[src/rtl/prog_clk_div.sv]
// Purpose: runtime-programmable integer clock divider, 50% duty for even and odd N (2..2^W-1).
// Latency: en sampled at posedge k starts a period; q_p/tick high after k, odd-N clk_out rises at negedge k.
// Backpressure: none; dropping en lets the running period finish, so clk_out never shows a runt pulse.
//
// Ports:
//   clk      source clock; posedge drives the period counter, negedge only feeds q_n
//   rst_n    asynchronous active-low reset; the only event allowed to truncate a period
//   en       level-sensitive run request
//   div_i    requested divisor; 0 and 1 are clamped to 2, sampled only at period boundaries
//   clk_out  divided clock
//   tick     one source-cycle pulse in the cycle a clk_out period starts
//   busy     a period is in progress (counter non-zero or high phase still registered)
//   n_act    divisor currently in effect
module prog_clk_div #(
   parameter int W         = 8,
   parameter int RESET_DIV = 2
) (
   input  logic         clk,
   input  logic         rst_n,
   input  logic         en,
   input  logic [W-1:0] div_i,
   output logic         clk_out,
   output logic         tick,
   output logic         busy,
   output logic [W-1:0] n_act
);

   // Position within the current period; 0 means "at a boundary".
   logic [W-1:0] cnt;
   // High-phase flag from the posedge domain and its half-cycle-delayed copy.
   logic         q_p;
   logic         q_n;

   logic         adv;
   logic         at_wrap;
   logic         load_n;
   logic [W-1:0] div_clamped;
   logic [W:0]   half;

   // Keep counting while a period is unfinished even if en has dropped,
   // which is what makes disabling glitch-free.
   assign adv     = en | (cnt != '0);
   assign at_wrap = (cnt == (n_act - W'(1)));

   // Two boundaries accept a new divisor: the last cycle of a running period,
   // and any idle edge (adv low implies cnt == 0 and en == 0).
   assign load_n  = (adv & at_wrap) | ~adv;

   assign div_clamped = (div_i < W'(2)) ? W'(2) : div_i;

   // ceil(n_act/2) computed one bit wider so n_act = 2^W-1 cannot overflow.
   assign half = {1'b0, n_act[W-1:1]} + {{W{1'b0}}, n_act[0]};

   always_ff @(posedge clk or negedge rst_n) begin
      if (!rst_n) begin
         cnt   <= '0;
         n_act <= W'(RESET_DIV);
         q_p   <= 1'b0;
         tick  <= 1'b0;
      end else begin
         if (adv) begin
            q_p  <= ({1'b0, cnt} < half);
            tick <= (cnt == '0);
            cnt  <= at_wrap ? '0 : cnt + W'(1);
         end else begin
            cnt  <= '0;
            q_p  <= 1'b0;
            tick <= 1'b0;
         end
         if (load_n) begin
            n_act <= div_clamped;
         end
      end
   end

   // Odd N: q_p is high for (N+1)/2 cycles; ANDing with its negedge copy
   // removes the first half cycle, leaving exactly N/2 cycles high.
   always_ff @(negedge clk or negedge rst_n) begin
      if (!rst_n) begin
         q_n <= 1'b0;
      end else begin
         q_n <= q_p;
      end
   end

   // The parity select only changes on the wrap edge, where q_p is already
   // low for the final cycle and q_n follows it low, so both paths read 0.
   assign clk_out = n_act[0] ? (q_p & q_n) : q_p;

   assign busy = (cnt != '0) | q_p;

endmodule

[config.mk]
export PLATFORM = sky130hd
export DESIGN_NAME = prog_clk_div
export DESIGN_NICKNAME = d
export VERILOG_FILES = /design/src/rtl/prog_clk_div.sv
export SDC_FILE = /design/constraint.sdc
export NUM_CORES = 1
export LEC_CHECK = 0
export ABC_AREA = 0
export CAP_MARGIN = 10
export CORE_MARGIN = 2
export CORE_UTILIZATION = 39
export CTS_BUF_LIST = sky130_fd_sc_hd__clkbuf_16
export DETAILED_ROUTE_END_ITERATION = 10
export SLEW_MARGIN = 20
export SYNTH_ARGS = -nofsm -noshare
export SYNTH_HDL_FRONTEND = slang
export SYNTH_SLANG_ARGS = --single-unit
[constraint.sdc]
create_clock -name clk -period 2.23 [get_ports clk]
set_input_delay 0.3345 -clock clk [delete_from_list [all_inputs] [get_ports clk]]
set_output_delay 0.3345 -clock clk [all_outputs]
set_load 0.01 [all_outputs]
==> implementation parameters <==
Parameter                              Value

Place
  Count of input and output buffers ... 21
  Placed instance count ... between 200 and 250
  Worst setup slack after placement ... -0.2078 ns
  Global placement routability congestion ... 0.7895
  Post-DP HPWL ... approximately 2.5 mm

Global routing
  First-pass GRT wire length ... roughly 5.6 mm
  Overall routing resource usage ... between 10% and 20%
  Remaining Overflow, GRT ... 0
  Antenna violations before repair ... 0
  Via count of the first global-routing pass ... about 1100
  Pin count of the biggest net entering global routing ... 19

CTS
  Insertion delay of the later-clocked pin in the worst-skew pair ... ~0.28 ns
  TritonCTS sink count ... 19
  Clock tree from TritonCTS ... done
  Reg clk slew, reported paths ... 0.05 ns
  Number of buffers created by CTS ... 3
  Cell chosen for the clock root ... sky130_fd_sc_hd__clkbuf_16
  CTS H-Tree Depth ... 1
  Hold-fix buffers, CTS ... 0
  Clock buffer depth ... 2

Timing
  Worst rel slew slack ... between 70% and 80%
  Number of slew-limit violations in the final report ... 0
  Final Hold Vio Count ... 0
  Actual transition at the worst max-transition pin ... around 0.37 ns
  Skew final ... around 0.032 ns
  Unrepaired setup endpoints after global routing ... true
  Number of setup violations in the final report ... 7
  Worst setup slack after layout ... -0.1042 ns

Synth
  Proportion of netlist area held by the largest area contributor ... between 30 and 40%
  Async S/R FF share, synth ... 100.0%
  Cell taking the most area after synthesis ... sky130_fd_sc_hd__dfrtp_1
  Leading post-synthesis cells by cell area ... sky130_fd_sc_hd__dfrtp_1 (31%), sky130_fd_sc_hd__ha_1 (11%), sky130_fd_sc_hd__xnor2_1 (8.2%)
  Number of enable-type register cells in the synthesized netlist ... 0
  Gate count after technology mapping ... 137
  Number of nets in the synthesized netlist ... 160
  Post-synth top flop ... sky130_fd_sc_hd__dfrtp_1
  Total of flip-flops plus latches after synthesis ... 19
  Average footprint of a synthesized cell ... 10.16 um2
  Sequential fraction of the synthesis area ... between 30% and 40%
  Yosys warning count ... 0
  Count of unique library cells instantiated by Yosys ... 33
  Synthesized cell area ... 1393 um2

Pwr
  Leakage power total ... approximately 0.86 nW
  Sequential fraction of design power ... between 20% and 30%
  Ratio of total power to cell area ... approximately 1500 nW/um2
  Switching power share of the total ... between 30% and 40%
  Maximum VDD drop ... about 0.91 mV
  Internal power component ... roughly 1.8 mW
  Relative contribution of the clock network to total power ... 12.4%
  Switching Power ... 1.126 mW
  Part of the total power dissipated in combinational logic ... 61.7%

Routing
  Antenna-violating nets left ... 0
  Number of DRC markers after the initial detailed-route iteration ... 26
  Number of iterations in the first detailed-routing pass ... 4
  Via Count ... around 1100
  Total length of routed wires ... between 3 and 4 mm
  Post-detailed-route via-to-cell ratio ... ~5.0
  Routed wire per std cell ... approximately 15 um
  DR DRC count ... 0

Worst hold path
  Hold Path Class ... in2async

Setup path
  Req. time, crit path ... 1.90 ns
  Sort of element at the start of the critical path ... flip-flop
  Setup CP Type ... reg2out
  Data arrival at the endpoint of the critical path ... 2.00 ns
  Largest fanout on the critical path ... 1
  Worst setup EP type ... primary output

Floorplanning
  Starting density of the core ... approximately two fifths
  Floorplan Core Area ... roughly 3400 um2
  Num rows ... 21
  Horizontal extent of the die ... 63.76 um
  Height of the chip ... around 64 um
  Overall die area ... 4065 um2
  I/O pin count ... 22

Finish
  Antenna diodes ... 0
  Total Nets Final ... 200
  Filler cell count in the final layout ... 300
  Ratio of cells with drive above 1 in the final layout ... a little under a third
  Final core occ ... between 50 and 60%
  Area Overhead vs Synth ... 37.47%
  Filler-free cell count of the finished design ... about 220

Status
  Violations in the final reports ... setup timing
  Outcome ... finished, violations left

Flow run
  Number of maximum-capacitance violations ... 0
final cells by class:
type	instances	area, um2	area share [%]
clock buffers	3	75.07	3.922
clock inverters	1	3.754	0.1961
inverters	8	30.03	1.569
multi-input cells	103	897.1	46.86
flip-flops and latches	19	481.7	25.16
well taps	46	57.56	3.007
repair buffers	42	369.1	19.28
sequential cells by signal, summed over array words and instances, names as in the netlist:
register  cells
cnt           8
n_act         8
q_n           1
q_p           1
tick          1
cell usage in the layout (no fill, tap or decap), types with 3 or more instances in the layout:
cell type,n
sky130_fd_sc_hd__clkbuf_16,3
sky130_fd_sc_hd__xor2_1,8
sky130_fd_sc_hd__clkdlybuf4s50_1,19
sky130_fd_sc_hd__nor4_1,3
sky130_fd_sc_hd__mux2_4,6
sky130_fd_sc_hd__a21oi_1,4
sky130_fd_sc_hd__inv_1,7
sky130_fd_sc_hd__nor3_1,4
sky130_fd_sc_hd__nand2_1,6
sky130_fd_sc_hd__nand3_1,10
sky130_fd_sc_hd__dfrtp_1,13
sky130_fd_sc_hd__and3_1,3
sky130_fd_sc_hd__nor2_1,5
sky130_fd_sc_hd__xnor2_1,13
sky130_fd_sc_hd__and2_4,8
sky130_fd_sc_hd__dfrtp_2,4
sky130_fd_sc_hd__ha_1,10
sky130_fd_sc_hd__buf_4,19
per-layer routing:
layer  global-route usage (%)  up-vias  part of all wire (%)
met5                        0        -                     0
met4                    5.707        0                  0.59
met3                    1.937        2                   2.5
met2                    28.42       15                    47
met1                    24.25      546                    50
li1                         -      554                     -
Yosys cell counts (all sizes together) (2+ instances only):
library cell	instances
mux2i	3
buf	6
dfrtp	17
inv	8
nand2	6
ha	12
xor2	9
and2	9
nand3	10
nor2	5
mux2	7
xnor2	13
nor3	4
a21oi	4
nor4	4
o21a	2
o2111ai	2
o21ai	2
and3	3
critical path, cell delays in order (launching register included):
cell	delay, ns
sky130_fd_sc_hd__dfrtn_1	0.32
sky130_fd_sc_hd__o21a_1	0.16
sky130_fd_sc_hd__buf_2	0.13
final timing paths:
| check | startpoint | slack, ns | end | cells past startpoint |
|---|---|---|---|---|
| max | q_n$_DFF_NN0_ | -0.10 | clk_out | 2 |
| min | rst_n | 0.49 | tick$_DFF_PN0_ | 2 |
| max reg2reg | n_act[1]$_DFFE_PN1P_ | -0.02 | n_act[3]$_DFFE_PN0P_ | 7 |
| min reg2reg | n_act[1]$_DFFE_PN1P_ | 0.65 | n_act[1]$_DFFE_PN1P_ | 3 |
| max in group asynchronous | rst_n | 0.85 | q_n$_DFF_NN0_ | 1 |
| min in group clk | n_act[1]$_DFFE_PN1P_ | 0.65 | n_act[1]$_DFFE_PN1P_ | 3 |
cells by family (layout without fill, tap and decap cells):
logic type	after synthesis	after routing	synth area share, %
buffers and inverters	15	54	6.469
multiplexers	10	10	9.434
adder cells (fa/ha/maj)	12	12	10.78
AND/OR/NAND/NOR	43	43	17.16
XOR/XNOR	22	22	13.84
flip-flops	19	19	34.23
AO/OA/AOI/OAI	16	16	8.087
stage by stage:
| step | TNS [ns] | hold WS [ns] | power [mW] | instance area [um2] |
|---|---|---|---|---|
| floorplan | -0.1238 | 0.03891 | 1.773 | 1414 |
| global placement | -2.593 | 0.6318 | 2.360 | 1770 |
| detailed placement | -2.889 | 0.6517 | 2.384 | 1770 |
| CTS | -0.8462 | 0.5094 | 2.874 | 1893 |
| global route | -1.795 | 0.5440 | 3.178 | 1914 |
| finish | -0.1670 | 0.4859 | 2.931 | 1914 |
power by group through the flow:
| stage | combinational, mW | sequential, mW | clock [mW] |
|---|---|---|---|
| final | 1.81 | 0.759 | 0.364 |
| after global routing | 1.99 | 0.792 | 0.392 |
| after CTS | 1.74 | 0.760 | 0.374 |
| after detailed placement | 1.63 | 0.758 | 0 |
| after global placement | 1.61 | 0.750 | 0 |
| after floorplan | 1.06 | 0.713 | 0 |
what timing repair did:
item | CTS | global route
endpoints found under the setup margin | 19 | 18
gates resized for setup | 23 | 4
pin swaps | 8 | 1
buffers inserted | 0 | 0
(Power assumes the default switching activity.)
